==> config.mk <==
export PLATFORM = sky130hd
export DESIGN_NAME = branch_resolve_unit
export DESIGN_NICKNAME = d
export VERILOG_FILES = /design/src/rtl/riscv_pkg.sv /design/src/rtl/branch_cmp.sv /design/src/rtl/branch_resolve_unit.sv
export SDC_FILE = /design/constraint.sdc
export NUM_CORES = 1
export LEC_CHECK = 0
export CORE_MARGIN = 4
export CORE_UTILIZATION = 35
export CTS_CLUSTER_SIZE = 16
export DETAILED_ROUTE_END_ITERATION = 8
export PLACE_DENSITY = 0.62
export SLEW_MARGIN = 40
export SYNTH_ARGS = -nofsm -noshare
export SYNTH_HDL_FRONTEND = slang
export SYNTH_SLANG_ARGS = --single-unit
export TNS_END_PERCENT = 1
==> constraint.sdc <==
create_clock -name clk -period 2.7 [get_ports clk]
set_input_delay 0.81 -clock clk [delete_from_list [all_inputs] [get_ports clk]]
set_output_delay 0.81 -clock clk [all_outputs]
set_load 0.02 [all_outputs]
==> src/rtl/riscv_pkg.sv <==
// rtl/riscv_pkg.sv - shared RISC-V types and constants for the branch resolve unit
package riscv_pkg;

  localparam int XLEN = 32;

  typedef enum logic [1:0] {
    BRU_IDLE     = 2'd0,
    BRU_REDIRECT = 2'd1,
    BRU_HOLD     = 2'd2
  } bru_state_e;

  localparam logic [2:0] F3_BEQ  = 3'b000;
  localparam logic [2:0] F3_BNE  = 3'b001;
  localparam logic [2:0] F3_BLT  = 3'b100;
  localparam logic [2:0] F3_BGE  = 3'b101;
  localparam logic [2:0] F3_BLTU = 3'b110;
  localparam logic [2:0] F3_BGEU = 3'b111;

  // 010 and 011 are not branch encodings; everything else is
  function automatic logic is_legal_branch(input logic [2:0] funct3);
    return funct3[2] | ~funct3[1];
  endfunction

endpackage

==> src/rtl/branch_cmp.sv <==
// rtl/branch_cmp.sv - combinational branch condition evaluation
module branch_cmp
  import riscv_pkg::*;
(
  input  logic [XLEN-1:0] rs1_val,
  input  logic [XLEN-1:0] rs2_val,
  input  logic [2:0]      funct3,
  output logic            taken
);

  always_comb begin
    taken = 1'b0;
    case (funct3)
      F3_BEQ:  taken = (rs1_val == rs2_val);
      F3_BNE:  taken = (rs1_val != rs2_val);
      F3_BLT:  taken = ($signed(rs1_val) <  $signed(rs2_val));
      F3_BGE:  taken = ($signed(rs1_val) >= $signed(rs2_val));
      F3_BLTU: taken = (rs1_val <  rs2_val);
      F3_BGEU: taken = (rs1_val >= rs2_val);
      default: taken = 1'b0;
    endcase
  end

endmodule

==> src/rtl/branch_resolve_unit.sv <==
// rtl/branch_resolve_unit.sv - EX-stage branch resolution, redirect FSM, BTB update and stats
module branch_resolve_unit
  import riscv_pkg::*;
(
  input  logic            clk,
  input  logic            reset,
  input  logic            ex_valid,
  input  logic            ex_is_branch,
  input  logic            ex_is_jal,
  input  logic            ex_is_jalr,
  input  logic [XLEN-1:0] ex_pc,
  input  logic [XLEN-1:0] ex_rs1_val,
  input  logic [XLEN-1:0] ex_rs2_val,
  input  logic [XLEN-1:0] ex_imm,
  input  logic [2:0]      ex_funct3,
  input  logic            ex_pred_taken,
  input  logic [XLEN-1:0] ex_pred_target,
  input  logic            pc_stall,
  output logic            branch_taken,
  output logic [XLEN-1:0] branch_target,
  output logic            flush,
  output logic            btb_update_en,
  output logic [XLEN-1:0] btb_pc_update,
  output logic [XLEN-1:0] btb_target_actual,
  output logic            btb_is_branch_or_jmp,
  output logic [31:0]     stat_branches,
  output logic [31:0]     stat_mispredicts
);

  bru_state_e      state_q;
  logic            cmp_taken;
  logic            resolve;
  logic            taken;
  logic            mispredict;
  logic            btb_upd;
  logic [XLEN-1:0] jalr_sum;
  logic [XLEN-1:0] target;
  logic [XLEN-1:0] next_pc;

  branch_cmp u_branch_cmp (
    .rs1_val (ex_rs1_val),
    .rs2_val (ex_rs2_val),
    .funct3  (ex_funct3),
    .taken   (cmp_taken)
  );

  always_comb begin
    resolve    = ex_valid && (state_q == BRU_IDLE) && (ex_is_branch || ex_is_jal || ex_is_jalr);
    taken      = ex_is_branch ? cmp_taken : 1'b1;
    jalr_sum   = ex_rs1_val + ex_imm;
    target     = ex_is_jalr ? {jalr_sum[XLEN-1:1], 1'b0} : (ex_pc + ex_imm);
    next_pc    = taken ? target : (ex_pc + XLEN'(4));
    mispredict = (taken != ex_pred_taken) || (taken && (target != ex_pred_target));
    // non-branch funct3 encodings still count as resolved, but must not train the BTB
    btb_upd    = resolve && !(ex_is_branch && !is_legal_branch(ex_funct3));
  end

  always_ff @(posedge clk or negedge reset) begin
    if (!reset) begin
      state_q       <= BRU_IDLE;
      branch_taken  <= 1'b0;
      flush         <= 1'b0;
      branch_target <= '0;
    end else begin
      case (state_q)
        BRU_IDLE: begin
          if (resolve && mispredict) begin
            state_q       <= BRU_REDIRECT;
            branch_taken  <= 1'b1;
            flush         <= 1'b1;
            branch_target <= next_pc;
          end
        end
        BRU_REDIRECT, BRU_HOLD: begin
          if (!pc_stall) begin
            state_q      <= BRU_IDLE;
            branch_taken <= 1'b0;
            flush        <= 1'b0;
          end else begin
            state_q <= BRU_HOLD;
          end
        end
        default: begin
          state_q      <= BRU_IDLE;
          branch_taken <= 1'b0;
          flush        <= 1'b0;
        end
      endcase
    end
  end

  always_ff @(posedge clk or negedge reset) begin
    if (!reset) begin
      btb_update_en        <= 1'b0;
      btb_pc_update        <= '0;
      btb_target_actual    <= '0;
      btb_is_branch_or_jmp <= 1'b0;
      stat_branches        <= '0;
      stat_mispredicts     <= '0;
    end else begin
      btb_update_en <= btb_upd;
      if (btb_upd) begin
        btb_pc_update        <= ex_pc;
        btb_target_actual    <= target;
        btb_is_branch_or_jmp <= taken;
      end
      if (resolve && (stat_branches != '1)) begin
        stat_branches <= stat_branches + 32'd1;
      end
      if (resolve && mispredict && (stat_mispredicts != '1)) begin
        stat_mispredicts <= stat_mispredicts + 32'd1;
      end
    end
  end

endmodule
# Word-level counts from Yosys, hierarchy flattened
# Cells that the tools add are included.
# op_classes
eq_ne	15
div	0
shifts	0
n_mul	0
mux	10
n_addsub	5
n_bitwise	2
n_lt_le_gt_ge	4
n_reduce_logical	18
# ops
op	n
$add A32 B1 Y32 const B	2
$add A32 B32 Y32	2
$ge A32 B32 Y1	2
$lt A32 B32 Y1	2
$mux W32	2
$ne A32 B32 Y1	2
$ne A32 B32 Y1 const B	2
$add A32 B3 Y32 const B	1
$eq A32 B32 Y1	1
$eq A3 B3 Y1 const B	4
$logic_and A1 B1 Y1	8
$pmux W1 S6	1
$mux W2	2
$pmux W2 S2	1
$reduce_and A2 Y1	2
$eq A3 B1 Y1 const B	1
$logic_not A3 Y1	1
$logic_or A1 B1 Y1	3
$mux W1	3
$eq A2 B1 Y1 const B	1
$eq A2 B2 Y1 const B	1
$logic_not A1 Y1	2
$logic_not A2 Y1	1
$ne A2 B1 Y1 const B	1
other kinds (6)	6
# totals
mem_bits_rw	0
mem_count	0
register_bits	165
rom_bits	0
word_cells	63
latchBits	0
out_inout_bits	164

# Depth between registers and ports, before layout
# Gate-level depths: netlist (run 1).
# logic_depth
ltp_word	8
mapped_depth	15
mapped_depth_nobuf	13

# Cells and area by module
# Synthesis (run 1) repeated with hierarchy kept, for this count alone.
# unflattened
hier_cells	1631
area_unflattened_um2	13614.3
# modules_own_cells
mod	area_each_um2	n_inst	seq_area_each_um2	cells_each
branch_resolve_unit	12690.9	1	4129.0	1503
branch_cmp	923.4	1	0.0	128

# Worst setup path before layout (run 1)
# Ideal clock, no wire load.
# synth_path
path_type	input -> register
startpoint	in ex_pc[0]
endpoint	reg branch_target[10]
arrival_time_ns	4.212
slack_ns	-1.640
n_path_buf	2
required_time_ns	2.572
cell_stages	15
path_cell_list	ha_1 -> fa_1 -> a21o_1 -> a221o_1 -> buf_2 -> mux2i_1 -> a211oi_2 -> xnor2_1 -> a2111o_1 -> nor4_1 -> nand4_1 -> nor4_4 -> nor2_2 -> buf_2 -> mux2_1
# synth_via
elab_chain_len	7
# synth_rtl
element	line_no	rtl
start: declaration	branch_resolve_unit.sv:11	input logic [XLEN-1:0] ex_pc,
$add A32 B32 Y32	branch_resolve_unit.sv:51	target = ex_is_jalr ? {jalr_sum[XLEN-1:1], 1'b0} : (ex_pc + ex_imm);
$mux W32	branch_resolve_unit.sv:51	
$ne A32 B32 Y1	branch_resolve_unit.sv:53	mispredict = (taken != ex_pred_taken) || (taken && (target != ex_pred_target));
$logic_and A1 B1 Y1	branch_resolve_unit.sv:53	
$logic_or A1 B1 Y1	branch_resolve_unit.sv:53	
$logic_and A1 B1 Y1	branch_resolve_unit.sv:67	if (resolve && mispredict) begin
$reduce_and A2 Y1 (no source line)	-	
end signal: assignment	branch_resolve_unit.sv:71	branch_target <= next_pc;
end: declaration	branch_resolve_unit.sv:20	output logic [XLEN-1:0] branch_target,
# Parallel ways exist; a longest one is shown, timed or not.
# A chain may end at the register's enable or synchronous reset.

# Worst setup path after layout (run 1)
# layout_path
startpoint	in ex_rs1_val[18]
endpoint	reg stat_mispredicts[1]
# layout_via
elab_chain_len	7
# layout_rtl
element	line_no	rtl
start: declaration	branch_resolve_unit.sv:12	input logic [XLEN-1:0] ex_rs1_val,
$add A32 B32 Y32, or another cell as far along	branch_resolve_unit.sv:50	jalr_sum = ex_rs1_val + ex_imm;
$mux W32 / $pmux W1 S6 (equally long branches)	branch_resolve_unit.sv:51, branch_cmp.sv:13	
$ne A32 B32 Y1 / $mux W1 (equally long branches)	branch_resolve_unit.sv:53, branch_resolve_unit.sv:49	
$logic_and A1 B1 Y1 / $ne A1 B1 Y1 (equally long branches)	branch_resolve_unit.sv:53	
$logic_or A1 B1 Y1 *	branch_resolve_unit.sv:53	
$logic_and A1 B1 Y1 * (2 in a row)	branch_resolve_unit.sv:110	if (resolve && mispredict && (stat_mispredicts != '1)) begin
end signal: assignment	branch_resolve_unit.sv:111	stat_mispredicts <= stat_mispredicts + 32'd1;
end: declaration	branch_resolve_unit.sv:27	output logic [31:0] stat_mispredicts
# Every way passes the cells marked *; elsewhere a longest branch is shown, timed or not.

==> metrics, run 1 <==
outcome finished with violations; violated checks setup timing; post-layout util approximately three fifths; Final Cell Area 23430 sq um; initial detailed-routing violation count between 1000 and 1500; Critical path buffers and inverters 6; die height 208.6 um; Mean Syn Cell Area around 8.3 sq um; I/O pin count ~340; final hold violations 0; Clk pwr share roughly 17%; largest family of logic cells by synthesized area simple AND/OR/NAND/NOR gates; CP max stage delay 430 ps; cells after synthesis 1704; Leak 10.73 nW; # hold bufs at CTS 0; multiplexer area fraction after synthesis 5.226%; Placed Area 21380 sq um; RSZ-0062 raised after global routing true; largest net degree at the start of global routing 56; via count 15860; synthesized area 14080 sq um; DP HPWL 47250 um; Setup crit end stat_mispredicts[1]$_DFFE_PN0P_; compound-gate portion of the synthesized area 17.82%; Overflow after GRT 0; slowest CP cell clkdlybuf4s50_1; worst vdd ir 0.5627 mV; CP arrival between 4000 and 5000 ps; CTS buffer count 17; net switching fraction of the power 39.56%; Synth Warn # 0; Sequential Power Share 27.2%; combinational group share of total power 55.5%; internal power roughly 8.5 mW; Net Sw Power 5.558 mW; Worst-Skew Late Latency 430 ps; routed wire length around 58000 um; Synth Area in XOR/XNOR between 10 and 15%; Hold Path Class in2async; DIE AREA 43500 sq um; setup TNS -113680 ps; core region area 39730 sq um; actual slew at the worst max-slew pin roughly 500 ps; final net count 2739; Stages on worst setup path 18; routability cong. 0.9420; WS Path Type in2reg; fmax 231.1 MHz; CTS max path bufs 2; CTS tree yes; skew final 9.864 ps; max-slew violations 0; first-pass GRT wire length 89130 um; FP Rows 73; Critical Path Sink Type register; Yosys cell types 81; clk slew on worst S/H paths 70 ps; DRT Pass-1 Iters 6; asr flop ratio synth 100.0%; clock root buffer clkbuf_16; FF-to-FF Start stat_branches[6]$_DFFE_PN0P_; RR Endpoint stat_branches[27]$_DFFE_PN0P_; CP Launch Type primary input; # setup viols final 90; Req. time, crit path approximately 3000 ps; Initial Util 35.43%; final worst slack -1626 ps; CP Launch Point ex_rs1_val[18]; die width 208.6 um; register area share after synthesis 29.33%; Synth Net Count 1975; PD cells roughly 600 nW/um^2; max_slew headroom 65.60%; worst hold margin 290.8 ps; DRT antenna net count 0; minimum period implied by the final worst setup slack 4326 ps; number of antenna violations at the first check in global routing 8; routed vias/inst 5.269; CP most frequent cell buf_4; Max Cap Viol 0; port buffer count around 330; FF+latch count, synth 165; EDFF count, synth 0; drt drc 0; H-tree depth 4; area grow syn2layout 66.41%; final worst-path cycle share 160.2%; simple-gate share of the synthesized area 23.79%; worst r2r path cells 10; CP Max Fanout 5; All-Layer GR Usage 25.57%; worst path cell trace clkdlybuf4s50_1 -> buf_4 -> ha_1 -> nand4_1 -> nor4_1 -> buf_4 -> and3_4 -> a21boi_0 -> nor4_1 -> nand4b_1 -> o2111a_1 -> nand4_1 -> nor4_4 -> buf_4 -> buf_8 -> buf_12 -> nor2_2 -> mux2_4; Most used DFF post-synth dfrtp_1; layout cells sized above 1 30.52%; Worst R2R Setup Slack 90 ps; Adder-Cell Fraction of Synth Area 8.994%; wire per inst about 19 um; CTS Sinks 165; number of global-route vias before repair 16300; Crit path max-delay family simple AND/OR/NAND/NOR gates
cell type report:
type,instances,area [sq um]
Antenna cell,5,12.51
Clock buffer,20,466.7
Clock inverter,11,115.1
Fill cell,3583,16300
Inverter,58,217.7
Multi-Input combinational cell,1397,10620
Sequential cell,165,4129
Tap cell,525,656.9
Timing Repair Buffer,829,7214
registers in the layout, summed over array words and instances, names as in the netlist:
register / cells
stat_branches: 32
stat_mispredicts: 32
btb_target_actual: 32
btb_is_branch_or_jmp: 1
flush: 1
btb_update_en: 1
branch_target: 32
state_q: 2
btb_pc_update: 32
stage by stage:
stage          cells  worst slack, ps  total power [mW]
2_1_floorplan   1704            -1538             7.162
3_5_place_dp    2941            -2766             11.17
3_3_place_gp    2940            -2626             11.04
6_report        3010            -1626             14.05
4_1_cts         2992            -1679             13.98
5_1_grt         3008            -1737             14.86
routing by layer:
| layer | global-route usage, % | vias to the layer above | share of wire [%] | routed length, um |
|---|---|---|---|---|
| met5 | 0 | - | 0.078 | 45 |
| met4 | 10.26 | 8 | 4.7 | 2732 |
| met3 | 5.805 | 120 | 6.2 | 3603 |
| met2 | 43.10 | 507 | 48 | 27500 |
| met1 | 31.79 | 7526 | 41 | 23970 |
| li1 | - | 7699 | - | - |
power by group through the flow:
stage,clock network [mW],logic [mW],registers [mW]
after global routing,2.59,8.33,3.94
after floorplan,0,2.42,4.74
after detailed placement,0,7.33,3.84
final,2.42,7.80,3.83
after global placement,0,7.20,3.84
after CTS,2.47,7.68,3.83
placed cells by master (no fill, tap or decap), types with 13 or more instances in the layout:
cell type / count
dfrtp_1: 165
and2_1: 15
nor4_2: 16
dlymetal6s2s_1: 14
and3_1: 32
buf_4: 473
nor2_1: 111
nand3_1: 72
dlygate4sd2_1: 37
a21oi_1: 97
nor3_1: 43
or3_1: 15
mux2_4: 14
xor2_1: 76
ha_1: 61
clkbuf_16: 18
mux2_2: 13
ha_4: 32
nand2_1: 222
mux2i_1: 22
xnor2_1: 71
o21ai_0: 71
o21ai_1: 18
clkdlybuf4s50_1: 267
a21o_1: 24
a21oi_2: 20
nand4_1: 47
inv_1: 56
mux2_1: 17
worst reg2reg max path, delay by kind of cell, from the launching register on:
kind	cells	cell delay, ps
AO/OA/AOI/OAI	1	160
XOR/XNOR	1	130
flip-flops	1	370
AND/OR/NAND/NOR	8	1820
timing repair:
| action | in CTS | in global routing |
|---|---|---|
| resized for setup | 202 | 131 |
| pin swaps | 40 | 51 |
| cloned | 1 | 1 |
| endpoints found under the setup margin | 103 | 118 |
| buffers inserted | 19 | 13 |
synthesized netlist by cell type, drive strengths merged, types with 28 or more instances:
| cell | count | area share (%) |
|---|---|---|
| a21oi | 119 | 4.2 |
| and3 | 35 | 1.6 |
| clkbuf | 66 | 1.8 |
| dfrtp | 165 | 29 |
| ha | 98 | 8.7 |
| inv | 58 | 1.5 |
| mux2 | 44 | 3.5 |
| nand2 | 224 | 6.0 |
| nand3 | 75 | 2.7 |
| nand4 | 47 | 2.1 |
| nor2 | 121 | 3.2 |
| nor3 | 44 | 1.6 |
| nor4 | 28 | 1.4 |
| o21ai | 101 | 3.6 |
| xnor2 | 72 | 4.5 |
| xor2 | 78 | 4.9 |
worst min-delay path by stage:
stage                                             to  slack [ps]                           from
floorplan                     state_q[0]$_DFFE_PN0P_         480         state_q[0]$_DFFE_PN0P_
global placement        btb_pc_update[7]$_DFFE_PN0P_         460   btb_pc_update[7]$_DFFE_PN0P_
detailed placement     btb_pc_update[25]$_DFFE_PN0P_         460  btb_pc_update[25]$_DFFE_PN0P_
CTS                 stat_mispredicts[23]$_DFFE_PN0P_         310                          reset
global route        stat_mispredicts[23]$_DFFE_PN0P_         320                          reset
finish              stat_mispredicts[23]$_DFFE_PN0P_         290                          reset
cells by family (layout without fill, tap and decap cells):
logic type      count (synthesis)  after routing
xor+xnor                      160            160
simple gates                  679            679
buf+inv                       142            918
fa+ha+maj                     100            100
flops                         165            165
compound gates                390            390
other cells                     0              5
mux                            68             68
Power figures use the tool's default switching activity.
==> run 2: changes to the inputs <==
--- a/config.mk
+++ b/config.mk
@@ -5,11 +5,10 @@
 export SDC_FILE = /design/constraint.sdc
 export NUM_CORES = 1
 export LEC_CHECK = 0
-export CORE_MARGIN = 4
-export CORE_UTILIZATION = 35
+export CORE_UTILIZATION = 30
 export CTS_CLUSTER_SIZE = 16
 export DETAILED_ROUTE_END_ITERATION = 8
-export PLACE_DENSITY = 0.62
+export PLACE_DENSITY = 0.55
 export SLEW_MARGIN = 40
 export SYNTH_ARGS = -nofsm -noshare
 export SYNTH_HDL_FRONTEND = slang
==> run 2 against run 1 <==
  * The run still ends with setup timing left
  * First-iteration DRC count shrank 15%
  * Non-clock buffer count rose by 21
  * Wire length grew 4.0%
  * Fmax is 0.78% higher
  * Clock-buffer cell count rose by 1
  * Worst hold slack worse by 110 ps
  * Via count rose by 1.1%
  * Global-route usage fell by 0.99 points
  * Sequential power barely moved
==> metrics, run 2 (synthesis results as in run 1) <==
via count 16040 (+1.1%); first-pass GRT wire length 90640 um (+1.7%); minimum period implied by the final worst setup slack 4293 ps (-33.45 ps); CTS tree yes; placed instance count 3034 (+3.2%); CP max stage delay 450 ps (+20 ps); worst r2r path cells 10 (unchanged); routability cong. 0.9505 (+0.90%); CP arrival 4620 ps (-20 ps); final worst-path cycle share 159.0% (-1.2 points); slowest CP cell clkdlybuf4s50_1; actual slew at the worst max-slew pin 615.7 ps (+103.4 ps); CTS max path bufs 2 (unchanged); initial detailed-routing violation count 919 (-15%); RSZ-0062 raised after global routing true; Final Non-Filler Cells 3114 (+3.5%); Critical path buffers and inverters 7 (+1); CP Max Fanout 5 (unchanged); die height 218.6 um (+4.8%); outcome finished with violations; Overflow after GRT 0 (unchanged); worst path cell trace clkdlybuf4s50_1 -> inv_1 -> ha_4 -> nand4_1 -> nor4_2 -> buf_4 -> and3_4 -> xnor2_2 -> o221a_2 -> nand4b_1 -> buf_4 -> o2111a_1 -> nand4_1 -> nor4_4 -> buf_6 -> nor2_4 -> buf_12 -> clkbuf_16 -> mux2_4; DRT antenna net count 0 (unchanged); skew final 6.923 ps (-2.941 ps); core region area 46460 sq um (+17%); WS Path Type in2reg; FP Rows 79 (+8.2%); Max Cap Viol 0 (unchanged); routed vias/inst 5.150 (-2.3%); Worst R2R Setup Slack 40 ps (-50 ps); Initial Util 30.30% (-5.1 points); Worst-Skew Late Latency 440 ps (about the same); max-slew violations 0 (unchanged); most frequent cells in the layout buf_4, clkdlybuf4s50_1, nand2_1; clock root buffer clkbuf_16; FF-to-FF Start stat_mispredicts[15]$_DFFE_PN0P_; wire per inst 19.33 um (+0.55%); DIE AREA 47800 sq um (+9.9%); fmax 232.9 MHz (+0.78%); Placed Area 21580 sq um (+0.94%); Filler cells 4357 (+22%); drt drc 0 (unchanged); final worst slack -1593 ps (+33.45 ps); final hold violations 0 (unchanged); worst hold margin 185.5 ps (-105.4 ps); CP Launch Type primary input; routed wire length 60180 um (+4.0%); area grow syn2layout 71.68%; Critical Path Sink Type register; # setup viols final 90 (unchanged); max_slew headroom 58.52% (-7.1 points); DP HPWL 47810 um (+1.2%); All-Layer GR Usage 24.58% (-0.99 points); layout cells sized above 1 32.85% (+2.3 points); final net count 2760 (+0.77%); Final Cell Area 24170 sq um (+3.2%); port buffer count 334 (unchanged); PD cells 597.9 nW/um^2 (-0.32%); number of antenna violations at the first check in global routing 7 (-1); die width 218.6 um (+4.8%); Hold Path Class in2async; H-tree depth 4 (unchanged); largest net degree at the start of global routing 72 (+29%); Req. time, crit path 3030 ps (+20 ps); Leak 10.97 nW (+2.3%); CTS buffer count 17 (unchanged); RR Endpoint stat_mispredicts[22]$_DFFE_PN0P_; clk slew on worst S/H paths 70 ps (about the same); CTS Sinks 165 (unchanged); commonest non-fill, non-tap cell in the layout buf_4; I/O pin count 335 (unchanged); violated checks setup timing; worst vdd ir 0.5703 mV (+1.4%); setup TNS -111400 ps (+2281 ps); Crit path max-delay family simple AND/OR/NAND/NOR gates; number of global-route vias before repair 15960 (-2.1%); DRT Pass-1 Iters 6 (unchanged)
==> run 2: worst max-delay path by stage <==
stage,startpoint,endpoint,slack (ps),cells after the start
final,ex_rs2_val[19],branch_target[16]$_DFFE_PN0P_,-1590,19
after CTS,ex_imm[0],stat_mispredicts[14]$_DFFE_PN0P_,-1680,18
after global placement,ex_imm[0],stat_mispredicts[1]$_DFFE_PN0P_,-2860,17
after floorplan,ex_pc[0],branch_target[4]$_DFFE_PN0P_,-1540,15
after global routing,ex_imm[6],branch_target[14]$_DFFE_PN0P_,-1710,21
after detailed placement,ex_imm[0],stat_mispredicts[1]$_DFFE_PN0P_,-2890,17
==> run 2: final cells by class <==
| type | instances | area, sq um | share of cell area, % |
|---|---|---|---|
| Antenna cell | 5 | 12.51 | 0.05177 |
| Clock buffer | 21 | 450.4 | 1.864 |
| Clock inverter | 11 | 102.6 | 0.4245 |
| Inverter | 58 | 217.7 | 0.9008 |
| Multi-Input combinational cell | 1397 | 11030 | 45.64 |
| Sequential cell | 165 | 4129 | 17.08 |
| Tap cell | 607 | 759.5 | 3.142 |
| Timing Repair Buffer | 850 | 7466 | 30.89 |
==> run 2: repair_timing <==
item | in CTS | in global routing
setup buffers | 30 | 14
gates resized for setup | 253 | 173
endpoints found under the hold margin | 0 | 0
hold buffers | 0 | 0
setup endpoints to repair | 94 | 117
pin swaps | 56 | 88
cloned | 2 | 3
==> run 2: worst register-to-register path, stage by stage, from the launching register on <==
cell and delay (ps):
dfrtp_1 440, and3_1 210, and3_1 230, nand3_1 170, nor2_1 200, nand4_1 130, or3_1 400, o21bai_4 310
clkbuf_16 230, nor4b_2 60, xor2_1 150
==> run 2: through the flow <==
step                      total power [mW]  setup slack, ps  utilization [%]
final                                14.45            -1593            52.03
after global routing                 15.22            -1706            52.03
after CTS                            14.17            -1683            50.01
after detailed placement             11.26            -2893            46.46
after global placement               11.15            -2859            46.40
after floorplan                      7.162            -1538                -
==> run 2: power by group <==
group | internal, mW | switching, mW
Sequential | 3.29 | 0.566
Clock | 1.30 | 1.04
Combinational | 4.15 | 4.11
Total | 8.73 | 5.72
==> run 2: layer usage <==
metal / track usage (%) / vias up / wire length, um
li1: - / 7754 / -
met4: 10.77 / 4 / 2461
met5: 0 / - / 21
met2: 40.18 / 471 / 28310
met3: 4.203 / 100 / 3018
met1: 31.61 / 7707 / 26370
